`config.mk`:
```
export PLATFORM = sky130hd
export DESIGN_NAME = fifo_wr_arbiter
export DESIGN_NICKNAME = d
export VERILOG_FILES = /design/src/rtl/fifo_arb_pkg.sv /design/src/rtl/fifo_wr_arbiter_rr_pick.sv /design/src/rtl/fifo_wr_arbiter.sv
export SDC_FILE = /design/constraint.sdc
export NUM_CORES = 1
export LEC_CHECK = 0
export BUFFER_PORTS_ARGS = -buffer_cell sky130_fd_sc_hd__buf_2
export CORE_MARGIN = 2
export CORE_UTILIZATION = 48
export CTS_BUF_LIST = sky130_fd_sc_hd__clkbuf_4 sky130_fd_sc_hd__clkbuf_8
export DETAILED_ROUTE_END_ITERATION = 8
export HOLD_SLACK_MARGIN = 0.05
export PLACE_DENSITY = 0.8
export SYNTH_ARGS = -nofsm -noshare
export SYNTH_HDL_FRONTEND = slang
export SYNTH_SLANG_ARGS = --single-unit
```
`constraint.sdc`:
```
create_clock -name clk -period 8.3 [get_ports clk]
set_input_delay 1.66 -clock clk [delete_from_list [all_inputs] [get_ports clk]]
set_output_delay 1.66 -clock clk [all_outputs]
set_load 0.05 [all_outputs]
```
`src/rtl/fifo_arb_pkg.sv`:
```
// Shared types and helpers for the FIFO write-port arbiter.
// Latency: none (package only).
// Backpressure: n/a.
//
// Contents:
//   arb_state_e : arbiter FSM state (IDLE, GRANT)
//   clog2       : ceiling log2, minimum 1, used to size index and beat counters
package fifo_arb_pkg;

  typedef enum logic {
    IDLE  = 1'b0,
    GRANT = 1'b1
  } arb_state_e;

  // Sizes registers, so a width of 0 is never returned.
  function automatic int clog2(input int n);
    int r;
    r = 0;
    for (int v = n - 1; v > 0; v = v >> 1) begin
      r = r + 1;
    end
    return (r < 1) ? 1 : r;
  endfunction

endpackage

```
`src/rtl/fifo_wr_arbiter_rr_pick.sv`:
```
// Round-robin priority encoder: first requester after last_i, wrapping, last_i itself checked last.
// Latency: purely combinational.
// Backpressure: none; it only looks at the request vector.
//
// Ports:
//   req_i    [N-1:0]  request vector
//   last_i   [IW-1:0] index of the previous winner
//   onehot_o [N-1:0]  one-hot winner (all-zero when no request)
//   idx_o    [IW-1:0] winner index (0 when no request)
//   any_o             at least one request present
module rr_pick #(
  parameter int N  = 4,
  parameter int IW = 2
) (
  input  logic [N-1:0]  req_i,
  input  logic [IW-1:0] last_i,
  output logic [N-1:0]  onehot_o,
  output logic [IW-1:0] idx_o,
  output logic          any_o
);

  int best_i;
  int best_d;
  int d;

  // Each requester's distance past last_i, modulo N. The smallest distance wins.
  // last_i itself is at distance N-1, so it is checked last.
  always_comb begin
    best_i = 0;
    best_d = N;
    d      = 0;
    any_o  = 1'b0;
    for (int i = 0; i < N; i++) begin
      d = i - int'(last_i) - 1;
      if (d < 0) d = d + N;
      if (req_i[i] && (d < best_d)) begin
        best_d = d;
        best_i = i;
        any_o  = 1'b1;
      end
    end
    idx_o    = IW'(best_i);
    onehot_o = '0;
    for (int i = 0; i < N; i++) begin
      onehot_o[i] = any_o && (best_i == i);
    end
  end

endmodule

```
`src/rtl/fifo_wr_arbiter.sv`:
```
// Round-robin arbiter that gives one producer at a time the write port of a single-clock FIFO.
// Latency: a request made in IDLE is granted the next cycle, and that cycle writes if the FIFO is not full.
// Backpressure: fifo_full_i stalls the granted producer and holds the grant and beat count; a stall is not a beat.
//
// Optional feature macro: FIFO_ARB_BURST_EN. When it is defined, a grant lasts until req_last_i
// or until MAX_BURST beats. When it is undefined, every write ends the grant, which gives
// per-word round-robin.
//
// Ports:
//   clk, rst                    clock, synchronous active-high reset
//   req_valid_i/data_i/last_i   per-producer stream inputs (data packed i*DATA_WIDTH +: DATA_WIDTH)
//   req_ready_o                 accept strobe, only for the granted producer
//   fifo_full_i                 FIFO full flag
//   fifo_wr_en_o/wr_data_o      FIFO write port (combinational)
//   grant_o, busy_o             registered one-hot grant, and state==GRANT
module fifo_wr_arbiter
  import fifo_arb_pkg::*;
#(
  parameter int NUM_REQ    = 4,
  parameter int DATA_WIDTH = 8,
  parameter int MAX_BURST  = 4
) (
  input  logic                          clk,
  input  logic                          rst,
  input  logic [NUM_REQ-1:0]            req_valid_i,
  input  logic [NUM_REQ*DATA_WIDTH-1:0] req_data_i,
  input  logic [NUM_REQ-1:0]            req_last_i,
  output logic [NUM_REQ-1:0]            req_ready_o,
  input  logic                          fifo_full_i,
  output logic                          fifo_wr_en_o,
  output logic [DATA_WIDTH-1:0]         fifo_wr_data_o,
  output logic [NUM_REQ-1:0]            grant_o,
  output logic                          busy_o
);

  localparam int IW = clog2(NUM_REQ);

  arb_state_e         state_q, state_d;
  logic [NUM_REQ-1:0] grant_q, grant_d;
  logic [IW-1:0]      last_q, last_d;

  logic [NUM_REQ-1:0] pick_oh;
  logic [IW-1:0]      pick_idx;
  logic               pick_any;
  logic               g_vld;
  logic               xfer;
  logic               burst_end;
  logic               release_g;

  // last_q always holds the index of the current grant. The same picker therefore
  // serves the initial grant from IDLE and a re-grant on release.
  rr_pick #(
    .N  (NUM_REQ),
    .IW (IW)
  ) u_pick (
    .req_i    (req_valid_i),
    .last_i   (last_q),
    .onehot_o (pick_oh),
    .idx_o    (pick_idx),
    .any_o    (pick_any)
  );

  // grant_q is all-zero outside GRANT, so every term below is zero when idle.
  assign g_vld        = |(req_valid_i & grant_q);
  assign xfer         = g_vld & ~fifo_full_i;
  assign fifo_wr_en_o = xfer;
  assign req_ready_o  = xfer ? grant_q : '0;

  always_comb begin
    fifo_wr_data_o = '0;
    for (int i = 0; i < NUM_REQ; i++) begin
      if (grant_q[i]) fifo_wr_data_o = fifo_wr_data_o | req_data_i[i*DATA_WIDTH +: DATA_WIDTH];
    end
  end

`ifdef FIFO_ARB_BURST_EN
  localparam int CW = clog2(MAX_BURST + 1);

  logic [CW-1:0] cnt_q, cnt_d;

  // cnt_q counts beats already written. The beat that makes MAX_BURST ends the burst.
  assign burst_end = xfer & ((|(req_last_i & grant_q)) | (cnt_q == CW'(MAX_BURST - 1)));
`else
  localparam int unused_max_burst = MAX_BURST;
  logic unused_last;

  assign unused_last = ^req_last_i;
  assign burst_end   = xfer;
`endif

  // A stall under full leaves g_vld high, so it never causes a release.
  assign release_g = (state_q == GRANT) & (burst_end | ~g_vld);

  always_comb begin
    state_d = state_q;
    grant_d = grant_q;
    last_d  = last_q;
`ifdef FIFO_ARB_BURST_EN
    cnt_d   = cnt_q;
`endif
    case (state_q)
      IDLE: begin
        if (pick_any) begin
          state_d = GRANT;
          grant_d = pick_oh;
          last_d  = pick_idx;
`ifdef FIFO_ARB_BURST_EN
          cnt_d   = '0;
`endif
        end
      end
      GRANT: begin
`ifdef FIFO_ARB_BURST_EN
        if (xfer) cnt_d = cnt_q + 1'b1;
`endif
        if (release_g) begin
          if (pick_any) begin
            grant_d = pick_oh;
            last_d  = pick_idx;
          end else begin
            state_d = IDLE;
            grant_d = '0;
          end
`ifdef FIFO_ARB_BURST_EN
          cnt_d = '0;
`endif
        end
      end
      default: begin
        state_d = IDLE;
        grant_d = '0;
      end
    endcase
  end

  always_ff @(posedge clk) begin
    if (rst) begin
      state_q <= IDLE;
      grant_q <= '0;
      last_q  <= IW'(NUM_REQ - 1);
`ifdef FIFO_ARB_BURST_EN
      cnt_q   <= '0;
`endif
    end else begin
      state_q <= state_d;
      grant_q <= grant_d;
      last_q  <= last_d;
`ifdef FIFO_ARB_BURST_EN
      cnt_q   <= cnt_d;
`endif
    end
  end

  assign grant_o = grant_q;
  assign busy_o  = (state_q == GRANT);

endmodule

```
==> impl_metrics.yaml, run 1 <==
outcome:
  outcome: "completed"
route:
  route.detailed.drc: 0
  drt_iter0_markers: 159
  wl_um: 7710
  wl_per_cell_um: 14.4
  first_pass_iters: 5
  via_count: 3086
  viasPerCell: 5.77
  drtAntennaViolNets: 0
synth:
  yosys.area.top_type: "ha_1"
  synth-edff-count: 0
  syn_area_per_cell_um2: 7.86
  synth_top_area_share_pct: 40.6
  synthTopCellsByArea: "ha_1, nand2_1, a22oi_1"
  synth_cells: 376
  synth_seq_area_share_pct: 4.74
  async_flop_share_pct: 0
  ys_ff_latch: 7
  syn_area_mm2: 0.00296
  synth_ff_type: "dfxtp_1"
  yosysWarnings: 0
  synth_cell_type_count: 55
clock_tree:
  htreeDepth: 1
  clk_latency_ps: 230
  cts_buffers: 3
  cts.sink_count: 7
  cts_setup_buffers: 0
  cts_max_path_buffers: 2
  hold_buffers: 0
  ctsRootBufferMaster: "clkbuf_8"
  cts_resized: 0
  clkTransAtPathRegs_ps: 40
  cts_tree: "built"
timing:
  layout_setup_ws_ps: 745
  setup_tns_ps: 0
  grt_setup_unrepaired: "no"
  max_freq_mhz: 132
  setup_viol: 0
  whs_ps: 630
  period_needed_ps: 7560
  max-slew-margin-rel_pct: 55.8
  fin_skew_ps: 2.83
  fin_crit_sh_pct: 91.0
  slew_viol_final: 0
  hold_viol: 0
  worst_pin_slew_ps: 663
global_route:
  grt_max_degree: 18
  antenna_found_initial: 0
  grt_pass1_vias: 2772
  grt_pass1_wl_um: 12200
  grt-ovfl-total: 0
  grt_usage_pct: 22.3
placement:
  io_buffer_count: 56
  dp_hpwl_um: 6250
  gp_congestion: 0.895
  dp_slack_ps: 650
critical_path:
  path_common_cell: "ha_1"
  r2r_cells: 25
  reg2reg_slack_ps: 1170
  arrival_ps: 7660
  crit_path_end_kind: "flip-flop"
  required_ps: 8410
  timing.rr.start: "last_q[0]"
  slowest_stage: "and3_1"
  cp_max_fo: 16
  slowest_delay_ps: 580
  rr_endpoint: "last_q[0]"
  critPathLaunchType: "primary input"
  crit_type: "primary input to flip-flop"
worst_hold_path:
  hp-class: "flip-flop to flip-flop"
  hold_start: "last_q[1]"
  hold_path_end: "last_q[1]"
  holdPathStages: 2
finish:
  fin_util_pct: 58.6
  area.growth.synth_to_final_pct: 17.3
  drive_gt1_share_pct: 15.0
  diodes: 0
  n_fill_cell: 562
  layout.nets: 602
  ff_latch_area_um2: 140
  multi_input_area_mm2: 0.00281
power:
  p_per_area_mw_per_mm2: 343
  leakagePower_nw: 1.80
  vdd_ir_drop_max_mv: 0.364
floorplanning:
  initial_core_util_pct: 49.9
  rows: 28
  dieWidth_um: 82.5
  die_area_mm2: 0.00680
  core-area_mm2: 0.00592
  die_height_um: 82.5
  io_pins: 61
run:
  cap_viol_max_count: 0
==> sequential cells by signal, indices dropped and copies added (netlist names) <==
register / count
last_q: 2
grant_o: 4
busy_o: 1
==> logic make-up after synthesis <==
logic type               Yosys count  synth area share (%)
flip-flops                         7                  4.74
XOR/XNOR                           1                 0.296
multiplexers                       2                 0.719
AND/OR/NAND/NOR                  116                  19.2
other                              2                 0.254
AO/OA/AOI/OAI                    117                  28.2
adder cells (fa/ha/maj)           98                  42.0
buffers and inverters             33                  4.57
==> placed cells by master, fill, tap and decap left out, types with 2 or more instances in the layout <==
master and instances:
o22ai_1 2, o21a_1 4, o41ai_1 2, buf_4 2
a311oi_1 3, a211oi_1 2, nor4_1 6, a211o_1 3
nand2b_1 3, nand2_1 40, nor3_1 7, a21o_1 5
conb_1 36, nand3_1 15, o211ai_1 5, o2111ai_1 2
a22oi_1 19, o21ai_0 12, and2_1 6, dfxtp_1 7
clkbuf_8 3, buf_2 56, o211ai_2 2, fa_1 2
ha_1 96, a21boi_0 2, and3_1 3, a31oi_1 12
o21bai_1 2, nand4b_1 4, a21oi_1 28, inv_1 19
nand4_1 7, nor2_1 20, o2111a_1 3
==> final cells by class <==
type | count | share of cell area (%)
sequential | 7 | 4.04
timing repair buffer | 58 | 8.51
multi-input combinational | 370 | 81.0
clock buffer | 4 | 1.41
inverter | 21 | 2.34
tap | 75 | 2.71
==> per-layer routing <==
metal	global-route usage [%]	part of all wire (%)	vias up
met5	0	0	-
met4	4.67	1.4	0
met3	1.52	4.8	18
met2	38.4	49	90
met1	30.4	45	1421
li1	-	-	1557
==> through the flow <==
| stage | cell area [um^2] | instances | power, mW |
|---|---|---|---|
| after CTS | 3470 | 535 | 1.17 |
| final | 3470 | 535 | 1.19 |
| after global placement | 3420 | 531 | 1.08 |
| after detailed placement | 3420 | 531 | 1.11 |
| after global routing | 3470 | 535 | 1.32 |
| after floorplan | 3080 | 410 | 0.896 |
==> worst max-delay path, delay by kind of cell <==
kind	cells	cell delay (ps)
adder cells (fa/ha/maj)	3	900
AO/OA/AOI/OAI	14	2960
AND/OR/NAND/NOR	5	1300
buffers and inverters	2	340
multiplexers	2	500
==> cell usage after synthesis, types with 2 or more instances <==
library cell / number
ha_1: 96
nand2_1: 40
a21oi_1: 28
nor2_1: 20
a22oi_1: 19
inv_1: 19
nand3_1: 15
a31oi_1: 12
o21ai_0: 12
clkbuf_1: 9
dfxtp_1: 7
nand4_1: 7
nor3_1: 7
and2_1: 6
nor4_1: 6
a21o_1: 5
o211ai_1: 5
nand4b_1: 4
o21a_1: 4
a211o_1: 3
a311oi_1: 3
and3_1: 3
nand2b_1: 3
o2111a_1: 3
a211oi_1: 2
a21boi_0: 2
conb_1: 2
fa_1: 2
o2111ai_1: 2
o211ai_2: 2
o21bai_1: 2
o22ai_1: 2
o41ai_1: 2
==> power breakdown <==
part	total, mW	internal (mW)	switching (mW)
registers	0.0772	0.0460	0.0312
logic	1.06	0.408	0.653
clock network	0.0503	0.0364	0.0139
==> worst max path at each step <==
stage,depth (start not counted),slack [ps],from,to
floorplan,29,1060,req_valid_i[0],last_q[0]
global placement,26,800,req_valid_i[0],last_q[0]
detailed placement,26,650,req_valid_i[0],last_q[0]
CTS,26,840,req_valid_i[0],last_q[0]
global route,26,270,req_valid_i[0],last_q[0]
finish,26,740,req_valid_i[0],last_q[0]
No activity file was read; power rests on OpenSTA's default activity.
==> run 2: changes to the inputs <==
--- a/config.mk
+++ b/config.mk
@@ -12,6 +12,7 @@
 export DETAILED_ROUTE_END_ITERATION = 8
 export HOLD_SLACK_MARGIN = 0.05
 export PLACE_DENSITY = 0.8
+export RECOVER_POWER = 25
 export SYNTH_ARGS = -nofsm -noshare
 export SYNTH_HDL_FRONTEND = slang
 export SYNTH_SLANG_ARGS = --single-unit
==> run 2 against run 1 <==
Effect of this change: clock-buffer cell count unchanged; clock skew about the same; largest power group unchanged; routed wire length decreased by 0.43%; largest cell class unchanged.
==> impl_metrics.yaml, run 2 (synthesized netlist as in run 1, its figures left out) <==
outcome:
  outcome: "completed"
route:
  first_pass_iters: 4
  route.detailed.drc: 0
  via_count: 3089
  drt_iter0_markers: 166
  viasPerCell: 5.77
  wl_um: 7680
  wl_per_cell_um: 14.4
  drtAntennaViolNets: 0
floorplanning:
  dieWidth_um: 82.5
  rows: 28
  die_area_mm2: 0.00680
  core-area_mm2: 0.00592
  die_height_um: 82.5
  initial_core_util_pct: 49.9
  io_pins: 61
timing:
  layout_setup_ws_ps: 731
  setup_tns_ps: 0
  grt_setup_unrepaired: "no"
  slew_viol_final: 0
  max_freq_mhz: 132
  period_needed_ps: 7570
  setup_viol: 0
  fin_skew_ps: 2.58
  fin_crit_sh_pct: 91.2
  max-slew-margin-rel_pct: 56.9
  worst_pin_slew_ps: 647
  hold_viol: 0
clock_tree:
  clkTransAtPathRegs_ps: 40
  cts_setup_buffers: 0
  cts_buffers: 3
  hold_buffers: 0
  clk_latency_ps: 220
  cts_tree: "built"
  ctsRootBufferMaster: "clkbuf_8"
  cts_max_path_buffers: 2
  htreeDepth: 1
  cts_resized: 0
  cts.sink_count: 7
power:
  switchingPower_mw: 0.697
  p_int_mw: 0.487
  switching_share_pct: 58.9
  vdd_ir_drop_max_mv: 0.372
  power_frac_comb_pct: 89.2
  leakagePower_nw: 1.78
  p_per_area_mw_per_mm2: 342
  clkPwrFrac_pct: 4.2
  power_frac_seq_pct: 6.5
critical_path:
  crit_path_end_kind: "flip-flop"
  slowest_stage: "and3_1"
  crit_type: "primary input to flip-flop"
  path_common_cell: "ha_1"
  required_ps: 8410
  critPathLaunchType: "primary input"
  slowest_delay_ps: 590
  arrival_ps: 7680
  timing.rr.start: "last_q[0]"
  cp_max_fo: 16
  crit_start: "req_valid_i[0]"
finish:
  fin_util_pct: 58.5
  mostFrequentLayoutCell: "ha_1"
  n_fill_cell: 566
  layout.nets: 602
  layout_common_cells: "ha_1, buf_2, nand2_1"
  drive_gt1_share_pct: 13.7
  area.growth.synth_to_final_pct: 17.1
  largest_register_ffs: 4
  diodes: 0
placement:
  io_buffer_count: 56
  dp_hpwl_um: 6250
  gp_congestion: 0.895
  dp_slack_ps: 650
global_route:
  grt_pass1_vias: 2772
  grt_usage_pct: 22.3
  grt-ovfl-total: 0
  antenna_found_initial: 0
  grt_pass1_wl_um: 12200
  grt_max_degree: 18
run:
  cap_viol_max_count: 0
worst_hold_path:
  hp-class: "flip-flop to flip-flop"
  hold_start: "last_q[1]"
## run 2: area by class of cell
cell class | count | area, um^2 | share of cell area [%]
Inverter | 21 | 81.3 | 2.35
Sequential cell | 7 | 140 | 4.05
Timing Repair Buffer | 58 | 288 | 8.32
Multi-Input combinational cell | 370 | 2810 | 81.2
Tap cell | 75 | 93.8 | 2.71
Clock buffer | 4 | 48.8 | 1.41
## run 2: per-layer routing
| metal | share of wire (%) | wire length [um] | global-route usage (%) | vias to the layer above |
|---|---|---|---|---|
| li1 | - | - | - | 1561 |
| met1 | 45 | 3450 | 30.4 | 1428 |
| met2 | 49 | 3780 | 38.4 | 88 |
| met3 | 4.7 | 358 | 1.52 | 12 |
| met4 | 1.1 | 82 | 4.67 | 0 |
| met5 | 0 | 0 | 0 | - |
## run 2: stage by stage
stage	hold WS, ps	total power, mW	instance area, um^2	std cells
finish	630	1.18	3460	535
global route	666	1.32	3460	535
CTS	615	1.17	3470	535
detailed placement	607	1.11	3420	531
global placement	588	1.08	3420	531
floorplan	529	0.896	3080	410
## run 2: path summary, 6_finish.rpt
| path | end | slack [ps] | cells after the start |
|---|---|---|---|
| worst max-delay path | last_q[0] | 730 | 26 |
| worst min-delay path | last_q[1] | 630 | 2 |
| worst max register to register | last_q[0] | 1170 | 25 |
| worst min register to register | last_q[1] | 630 | 2 |
## run 2: worst max-delay path: cells and delay by family
family	cells	cell delay (ps)
adder cells (fa/ha/maj)	3	900
buffers and inverters	2	330
multiplexers	2	500
AND/OR/NAND/NOR	5	1310
AO/OA/AOI/OAI	14	2960
## run 2: power groups by stage
stage                     Clock (mW)  Combinational, mW  Sequential [mW]
after floorplan                    0              0.810           0.0860
final                         0.0502               1.06           0.0772
after CTS                     0.0511               1.05           0.0752
after detailed placement           0               1.04           0.0759
after global routing          0.0527               1.19           0.0792
after global placement             0               1.00           0.0748
==> run 3: changes to the inputs <==
--- a/config.mk
+++ b/config.mk
@@ -7,12 +7,14 @@
 export LEC_CHECK = 0
 export BUFFER_PORTS_ARGS = -buffer_cell sky130_fd_sc_hd__buf_2
 export CORE_MARGIN = 2
-export CORE_UTILIZATION = 48
+export CORE_UTILIZATION = 50
 export CTS_BUF_LIST = sky130_fd_sc_hd__clkbuf_4 sky130_fd_sc_hd__clkbuf_8
 export DETAILED_ROUTE_END_ITERATION = 8
 export HOLD_SLACK_MARGIN = 0.05
-export PLACE_DENSITY = 0.8
+export PLACE_DENSITY = 0.92
 export RECOVER_POWER = 25
+export SKIP_LAST_GASP = 1
 export SYNTH_ARGS = -nofsm -noshare
 export SYNTH_HDL_FRONTEND = slang
+export SYNTH_HIERARCHICAL = 1
 export SYNTH_SLANG_ARGS = --single-unit
==> run 3 against run 2 <==
Effect of this change: die area shrank 51%; design area shrank 50%; first-iteration DRC count shrank 59%; global-route usage shrank 2.0 points; synthesized area shrank 52%; critical path depth shrank 4; synthesized cell count shrank 53%; sequential cell count is the same; via count shrank 52%; clock-buffer cell count shrank 1; hold slack lost 70 ps; critical path type unchanged.
==> impl_metrics.yaml, run 3 <==
timing:
  period_needed_ps: 6430
  layout_setup_ws_ps: 1870
  worst_pin_slew_ps: 605
  slew_viol_final: 0
  fin_skew_ps: 1.14
  fin_crit_sh_pct: 77.4
  hold_viol: 0
  max_freq_mhz: 156
  grt_setup_unrepaired: "no"
  max-slew-margin-rel_pct: 59.8
  setup_viol: 0
  setup_tns_ps: 0
placement:
  dp_slack_ps: 1650
  dp_hpwl_um: 2650
  io_buffer_count: 56
  place_area_mm2: 0.00171
  gp_congestion: 0.802
  dp_cells: 261
global_route:
  antenna_found_initial: 0
  grt_usage_pct: 20.3
  grt_max_degree: 15
  grt-ovfl-total: 0
  grt_pass1_wl_um: 5430
  grt_pass1_vias: 1304
clock_tree:
  cts.sink_count: 7
  cts_max_path_buffers: 2
  clkTransAtPathRegs_ps: 60
  clk_latency_ps: 270
  cts_setup_buffers: 0
  htreeDepth: 1
  cts_tree: "built"
  ctsRootBufferMaster: "clkbuf_4"
  hold_buffers: 0
  cts_resized: 0
  cts_buffers: 3
synth:
  yosys.area.top_type: "ha_1"
  ys_ff_latch: 7
  synth_seq_area_share_pct: 9.77
  async_flop_share_pct: 0
  synth_top_area_share_pct: 20.9
  synth_ff_type: "dfxtp_1"
  synth_cell_type_count: 52
  synthTopCellsByArea: "ha_1, dfxtp_1, a22oi_1"
  syn_area_mm2: 0.00143
  synth-edff-count: 0
  yosysWarnings: 6
  synth_most_common_cell: "ha_1"
  synthTopCellsByCount: "ha_1, nand2_1, a22oi_1, inv_1"
  syn_area_per_cell_um2: 8.10
  synth_cells: 177
finish:
  diodes: 0
  multi_input_area_mm2: 0.00119
  largest_register_ffs: 4
  mostFrequentLayoutCell: "buf_2"
  design_area_mm2: 0.00173
  ff_latch_area_um2: 140
  n_fill_cell: 239
  layout_common_cells: "buf_2, ha_1, nand2_1"
  area.growth.synth_to_final_pct: 20.3
  layout.nets: 302
  stdcell_count: 265
  drive_gt1_share_pct: 29.5
critical_path:
  reg2reg_slack_ps: 2110
  rr_endpoint: "last_q[1]"
  timing.rr.start: "last_q[0]"
  cp_max_fo: 14
  crit_type: "primary input to flip-flop"
  required_ps: 8460
  crit_path_end_kind: "flip-flop"
  r2r_cells: 24
  arrival_ps: 6590
  critPathLaunchType: "primary input"
route:
  drtAntennaViolNets: 0
  viasPerCell: 5.64
  drt_iter0_markers: 68
  wl_per_cell_um: 12.6
  wl_um: 3340
  via_count: 1495
  route.detailed.drc: 0
  first_pass_iters: 4
floorplanning:
  die_area_mm2: 0.00331
  core-area_mm2: 0.00273
  dieWidth_um: 57.6
  die_height_um: 57.6
  rows: 19
  initial_core_util_pct: 52.4
  io_pins: 61
worst_hold_path:
  hold_path_end: "last_q[1]"
  hold_start: "last_q[1]"
  hp-class: "flip-flop to flip-flop"
  holdPathStages: 1
run:
  cap_viol_max_count: 0
outcome:
  outcome: "completed"
run 3: per-layer routing:
metal,global-route usage (%),up-vias,wire (um)
met1,24.0,677,1420
met5,0,-,0
met2,37.8,52,1640
li1,-,764,-
met3,3.85,2,261
met4,3.99,0,22
run 3: worst max path at each step:
stage | to | cells after the start | startpoint
after floorplan | last_q[1] | 24 | req_valid_i[0]
after global placement | last_q[1] | 22 | req_valid_i[0]
after detailed placement | last_q[1] | 22 | req_valid_i[0]
after CTS | last_q[1] | 22 | req_valid_i[0]
after global routing | last_q[1] | 22 | req_valid_i[0]
final | last_q[1] | 22 | req_valid_i[0]
run 3: area by class of cell:
cell class | instances | area share, %
flip-flops and latches | 7 | 8.12
inverters | 15 | 3.26
clock inverters | 1 | 0.290
well taps | 31 | 2.25
repair buffers | 56 | 15.8
clock buffers | 3 | 1.31
multi-input cells | 152 | 69.0
run 3: through the flow:
| step | utilization [%] | hold WS, ps |
|---|---|---|
| after floorplan | - | 512 |
| after global placement | 62.4 | 538 |
| after detailed placement | 62.4 | 542 |
| after CTS | 63.4 | 557 |
| after global routing | 63.1 | 588 |
| final | 63.1 | 560 |
run 3: critical path: stages:
cell	delay, ps
buf_2	150
ha_1	280
nand3_1	100
a2bb2oi_2	200
a21oi_1	80
and4b_1	580
nand2_1	120
ha_1	330
a2111oi_0	440
o2111a_1	340
nand3_1	90
or2_2	320
nand2_4	120
mux2_2	340
ha_1	320
a21o_1	150
nand2_1	90
nand2_1	100
nor2_1	40
a311o_1	320
and3_2	170
a211o_1	250
run 3: logic make-up after synthesis:
kind of cell	Yosys count	share of synthesized area (%)
mux	5	4.28
simple gates	60	22.8
flops	7	9.77
xor+xnor	2	1.22
buf+inv	24	8.81
other cells	2	0.524
compound gates	53	31.7
fa+ha+maj	24	20.9
Power of run 3 is left out: the tool's default activity adds up to more than one toggle a clock period on the data nets, which glitch-free logic cannot reach.
